===== src/rtl/cache_miss_controller.sv =====
// Miss sequencer between the CPU port, a direct-mapped write-back cache and memory.
// Handles dirty write-back, 4-beat refill through a line buffer and the post-fill retry.
module cache_miss_controller #(
    parameter int ADDR_W = 13,
    parameter int DATA_W = 16,
    parameter int TAG_W  = 5,
    parameter int STAT_W = 16
) (
    input  logic              clk,
    input  logic              rst,
    input  logic              cpu_req,
    input  logic              cpu_we,
    input  logic [ADDR_W-1:0] cpu_addr,
    input  logic [DATA_W-1:0] cpu_wdata,
    output logic              cpu_ready,
    output logic              cpu_done,
    output logic [DATA_W-1:0] cpu_rdata,
    output logic              c_en,
    output logic              c_comp,
    output logic              c_write,
    output logic              c_valid_in,
    output logic [ADDR_W-1:0] c_addr,
    output logic [TAG_W-1:0]  c_tag_in,
    output logic [DATA_W-1:0] c_din,
    input  logic              c_hit,
    input  logic              c_dirty,
    input  logic              c_valid,
    input  logic [TAG_W-1:0]  c_tag_out,
    input  logic [DATA_W-1:0] c_dout,
    output logic              mem_req,
    output logic              mem_we,
    output logic [ADDR_W-1:0] mem_addr,
    output logic [DATA_W-1:0] mem_wdata,
    input  logic              mem_ack,
    input  logic [DATA_W-1:0] mem_rdata,
    output logic [STAT_W-1:0] hit_cnt,
    output logic [STAT_W-1:0] miss_cnt
);

    localparam int IDX_W = ADDR_W - 5;

    typedef enum logic [2:0] {IDLE, CMP, WB, ALLOC, FILL, DONE} state_t;

    state_t                   state_q, state_d;
    logic [1:0]               cnt_q, cnt_d;
    logic                     we_q, we_d;
    logic                     retry_q, retry_d;
    logic [ADDR_W-1:0]        addr_q, addr_d;
    logic [DATA_W-1:0]        wdata_q, wdata_d;
    logic [DATA_W-1:0]        rdata_q, rdata_d;
    logic [3:0][DATA_W-1:0]   fbuf_q, fbuf_d;
    logic [STAT_W-1:0]        hit_q, hit_d;
    logic [STAT_W-1:0]        miss_q, miss_d;

    logic [IDX_W-1:0]         idx;
    logic [TAG_W-1:0]         tag;
    logic                     unused_tag_hi;

    assign idx = addr_q[ADDR_W-4:2];
    assign tag = {{(TAG_W-3){1'b0}}, addr_q[ADDR_W-1 -: 3]};
    assign unused_tag_hi = ^c_tag_out[TAG_W-1:3];

    always_ff @(posedge clk) begin
        if (!rst) begin
            state_q <= IDLE;
            cnt_q   <= '0;
            we_q    <= 1'b0;
            retry_q <= 1'b0;
            addr_q  <= '0;
            wdata_q <= '0;
            rdata_q <= '0;
            fbuf_q  <= '0;
            hit_q   <= '0;
            miss_q  <= '0;
        end else begin
            state_q <= state_d;
            cnt_q   <= cnt_d;
            we_q    <= we_d;
            retry_q <= retry_d;
            addr_q  <= addr_d;
            wdata_q <= wdata_d;
            rdata_q <= rdata_d;
            fbuf_q  <= fbuf_d;
            hit_q   <= hit_d;
            miss_q  <= miss_d;
        end
    end

    always_comb begin
        state_d = state_q;
        cnt_d   = cnt_q;
        we_d    = we_q;
        retry_d = retry_q;
        addr_d  = addr_q;
        wdata_d = wdata_q;
        rdata_d = rdata_q;
        fbuf_d  = fbuf_q;
        hit_d   = hit_q;
        miss_d  = miss_q;
        unique case (state_q)
            IDLE: begin
                if (cpu_req) begin
                    we_d    = cpu_we;
                    addr_d  = cpu_addr;
                    wdata_d = cpu_wdata;
                    state_d = CMP;
                end
            end
            CMP: begin
                if (c_hit && c_valid) begin
                    if (!we_q) rdata_d = c_dout;
                    if (!retry_q && hit_q != '1) hit_d = hit_q + 1'b1;
                    state_d = DONE;
                end else begin
                    if (miss_q != '1) miss_d = miss_q + 1'b1;
                    retry_d = 1'b1;
                    cnt_d   = 2'd0;
                    state_d = (c_valid && c_dirty) ? WB : ALLOC;
                end
            end
            WB: begin
                if (mem_ack) begin
                    cnt_d = cnt_q + 2'd1;
                    if (cnt_q == 2'd3) state_d = ALLOC;
                end
            end
            ALLOC: begin
                if (mem_ack) begin
                    fbuf_d[cnt_q] = mem_rdata;
                    cnt_d = cnt_q + 2'd1;
                    if (cnt_q == 2'd3) state_d = FILL;
                end
            end
            FILL: begin
                cnt_d = cnt_q + 2'd1;
                if (cnt_q == 2'd3) state_d = CMP;
            end
            DONE: begin
                retry_d = 1'b0;
                state_d = IDLE;
            end
            default: state_d = IDLE;
        endcase
    end

    always_comb begin
        c_en       = 1'b0;
        c_comp     = 1'b0;
        c_write    = 1'b0;
        c_valid_in = 1'b0;
        c_addr     = '0;
        c_tag_in   = '0;
        c_din      = '0;
        mem_req    = 1'b0;
        mem_we     = 1'b0;
        mem_addr   = '0;
        mem_wdata  = '0;
        unique case (state_q)
            CMP: begin
                c_en     = 1'b1;
                c_comp   = 1'b1;
                c_write  = we_q;
                c_addr   = addr_q;
                c_tag_in = tag;
                c_din    = wdata_q;
            end
            WB: begin
                c_en      = 1'b1;
                c_addr    = {idx, cnt_q};
                mem_req   = 1'b1;
                mem_we    = 1'b1;
                mem_addr  = {c_tag_out[2:0], idx, cnt_q};
                mem_wdata = c_dout;
            end
            ALLOC: begin
                mem_req  = 1'b1;
                mem_addr = {addr_q[ADDR_W-1:2], cnt_q};
            end
            FILL: begin
                c_en       = 1'b1;
                c_write    = 1'b1;
                c_valid_in = 1'b1;
                c_tag_in   = tag;
                c_addr     = {idx, cnt_q};
                c_din      = fbuf_q[cnt_q];
            end
            default: ;
        endcase
    end

    assign cpu_ready = (state_q == IDLE);
    assign cpu_done  = (state_q == DONE);
    assign cpu_rdata = rdata_q;
    assign hit_cnt   = hit_q;
    assign miss_cnt  = miss_q;

endmodule


===== config.mk =====
export PLATFORM = sky130hd
export DESIGN_NAME = cache_miss_controller
export DESIGN_NICKNAME = d
export VERILOG_FILES = /design/src/rtl/cache_miss_controller.sv
export SDC_FILE = /design/constraint.sdc
export NUM_CORES = 1
export LEC_CHECK = 0
export ABC_AREA = 1
export CORE_ASPECT_RATIO = 1.5
export CORE_UTILIZATION = 52
export CTS_CLUSTER_DIAMETER = 200
export DETAILED_ROUTE_END_ITERATION = 10
export PLACE_DENSITY = 0.9
export SYNTH_ARGS = -nofsm -noshare
export SYNTH_HDL_FRONTEND = slang
export SYNTH_SLANG_ARGS = --single-unit

===== constraint.sdc =====
create_clock -name clk -period 2.93 [get_ports clk]
set_input_delay 0.586 -clock clk [delete_from_list [all_inputs] [get_ports clk]]
set_output_delay 0.586 -clock clk [all_outputs]
set_load 0.005 [all_outputs]

==> results.md <==
* Vias/cell at 5.500
* Initial antenna violation count at 0
* Critical Path End Type: output port
* Setup Crit Path Kind: reg2out
* Sw Ratio at 0.3527
* Crit path max-delay cell type: clkdlybuf4s50_1
* Share of the synthesized area in the top cell type at 0.4193
* Die X-Extent at 97.18 um
* Detailed placement HPWL at 14.47 mm
* Die H at between 100 and 150 um
* Postcts setup bufs at 0
* Comb pwr share at 0.347
* Grt met3 use at 0.06388
* Reg2Reg Setup Slack at 1000 ps
* Clock network power share at 0.316
* Worst hold-check path type: reg2reg
* Sequential share of power at 0.337
* Crit Path Max Fanout at 17
* Yosys top cell by area: dfxtp_1
* Register bit count reported by yosys at 148
* Detailed Route Iter0 Violations at about 550
* Startpoint types: register
* Worst Skew at 10.57 ps
* Layout cell share with drive strength beyond 1 at 0.05962
* CP arrival at 2230 ps
* Antenna cells at 0
* Sequential share of the synthesized area at 0.4193
* Post-synth top flop: dfxtp_1
* Syn. warnings at 0
* Synth top area cells: dfxtp_1 (42%), nor2_1 (14%), nand2_1 (9.8%), o21ai_0 (8.9%), nand3_1 (5.8%)
* H-tree levels at 4
* Top Ports at 193
* Synth-to-Final Area Change at 36.60%
* Busiest grt layer: met2
* Tightest Pin Transition at between 600 and 700 ps
* Residual overflow from global routing at 0
* Period utilisation layout at 0.9622
* Row count at between 50 and 60
* Power after layout at about 7000 uW
* Final max-slew violation count at 0
* CTS Root Cell: clkbuf_16
* Crit path cell chain: nand2_1, clkinv_1, buf_6, nand3_1, o21ai_0, clkdlybuf4s50_1
* Syn Area/Cell at approximately 6.6 um^2
* Setup violations, final at 0
* RSZ-0062 raised after global routing: no
* Clk_lat worst skew at 430 ps
* Drt drc at 0
* PD cells at 727.7 nW/um^2
* Routing usage on met1 at 0.3330
* Vias in the first global route at 7111
* Most numerous cell in the Yosys netlist: nor2_1
* First-pass GRT wire length at 33.51 mm
* Worst slack, placed at 435.3 ps
* Met2 Usage GRT at 0.5374
* WL final at 21.59 mm
* Max_slew headroom at 0.5539
* Final GP Congestion at 0.8666
* Commonest cells post-synth: nor2_1 (272), nand2_1 (184), dfxtp_1 (148)
* Buffers on Ports at around 190
* P_leak at 0.003953 uW
* TritonCTS clock tree: yes
* Asr flop ratio synth at 0
* CTS max path bufs at 2
* Hold Vio Cnt, Final at 0
* Core ar. at 13150 um^2
* Final worst setup slack at 110.8 ps
* Max-capacitance violation count at 0
* Tmin final at around 2800 ps
* Post-Syn Area at about 7000 um^2
* Setup TNS at 0 ps
* First-pass iteration count of the detailed router at 5
* Worst Path Required at ~2300 ps
* Largest stage delay on the critical path at 530 ps
* Sw power at around 2500 uW
* Vias at 7794
* Synth unique cells at 29
* Post-Route Utilization at 0.7342
* Initial Util at 0.5375
* Number of synthesized flops with an enable pin at 0
* Clock slew at reported path FFs at approximately 60 ps
* Die area at 14070 um^2
* Run status: complete, no violations
* CTS sink count at ~150
* Avg WL per Cell at 15.23 um
* Post-DRT Antenna Nets at 0
* Pin count of the biggest net entering global routing at roughly 110
* Pint at 4547 uW
* Maximum VDD drop at 0.4959 mV
* Fmax at 0.3547 GHz
* GRT Total Usage at 0.2981
* Syn Inst Count at between 1000 and 1500
* Inserted Clock Buffers at 17
* # nets final at 1325
-- routing by layer --
metal  wire length (um)  up-vias
li1                   -     3750
met5                  0        -
met1               7962     3567
met3               1918       73
met4                722        0
met2              10980      404
-- flip-flops by register name, summed over array words and instances (netlist names) --
signal and cells:
cnt_q 2, we_q 1, retry_q 1, wdata_q 16, cpu_rdata 16, addr_q 13, state_q 3, miss_cnt 16
hit_cnt 16, fbuf_q 64
-- final cells by class --
class,instances,area (um^2)
Clock buffer,20,456.7
Clock inverter,12,143.9
Sequential cell,148,2964
Inverter,99,375.4
Tap cell,159,198.9
Fill cell,998,3493
Multi-Input combinational cell,776,3492
Timing Repair Buffer,203,2021
-- power groups by stage --
stage                     sequential (uW)  clock, uW  combinational, uW
final                                2370       2220               2430
after global routing                 2390       2340               2670
after CTS                            2360       2230               2410
after detailed placement             2400          0               2380
after global placement               2390          0               2320
after floorplan                      2380          0               1300
-- kinds of logic after synthesis --
group | after synthesis | synth area share
AND/OR/NAND/NOR | 558 | 0.3294
AO/OA/AOI/OAI | 205 | 0.1456
buffers and inverters | 151 | 0.08837
flip-flops | 148 | 0.4193
adder cells (fa/ha/maj) | 6 | 0.01062
XOR/XNOR | 5 | 0.006198
other | 1 | 0.0005307
-- critical path: cells and delay by family (launching register included) --
| family | cells | cell delay [ps] |
|---|---|---|
| compound gates | 1 | 120 |
| buf+inv | 3 | 850 |
| flops | 1 | 470 |
| simple gates | 2 | 360 |
-- metrics by stage --
stage                     hold slack, ps  cell area [um^2]  cells
after floorplan                    424.5              7069   1075
after global placement             432.7              9035   1385
after detailed placement           441.0              9035   1385
after CTS                          450.6              9638   1417
after global routing               467.8              9652   1417
final                              451.1              9652   1417
-- final timing paths --
path                from  cells after the start          end
max           state_q[2]                      6    c_din[15]
min          wdata_q[13]                      2  wdata_q[13]
max reg2reg   state_q[0]                      7   wdata_q[6]
min reg2reg  wdata_q[13]                      2  wdata_q[13]
-- layout by cell type (no fill, tap or decap), types with 3 or more instances in the layout --
cell	count
inv_6	4
a21oi_1	68
ha_1	6
clkdlybuf4s50_1	187
nand3_2	5
o21ai_0	125
nor2_8	3
buf_4	13
xor2_1	4
nor2_2	3
inv_1	88
dfxtp_1	147
inv_2	8
o21ai_1	10
nor2_4	4
nand2_1	183
clkinvlp_4	3
nand3_1	82
clkbuf_16	17
nor2_1	271
-- timing repair --
| action | CTS | global route |
|---|---|---|
| resized for setup | 1 | 4 |
| hold buffers | 0 | 0 |
| endpoints found under the setup margin | 4 | 21 |
Power figures use the tool's default switching activity.
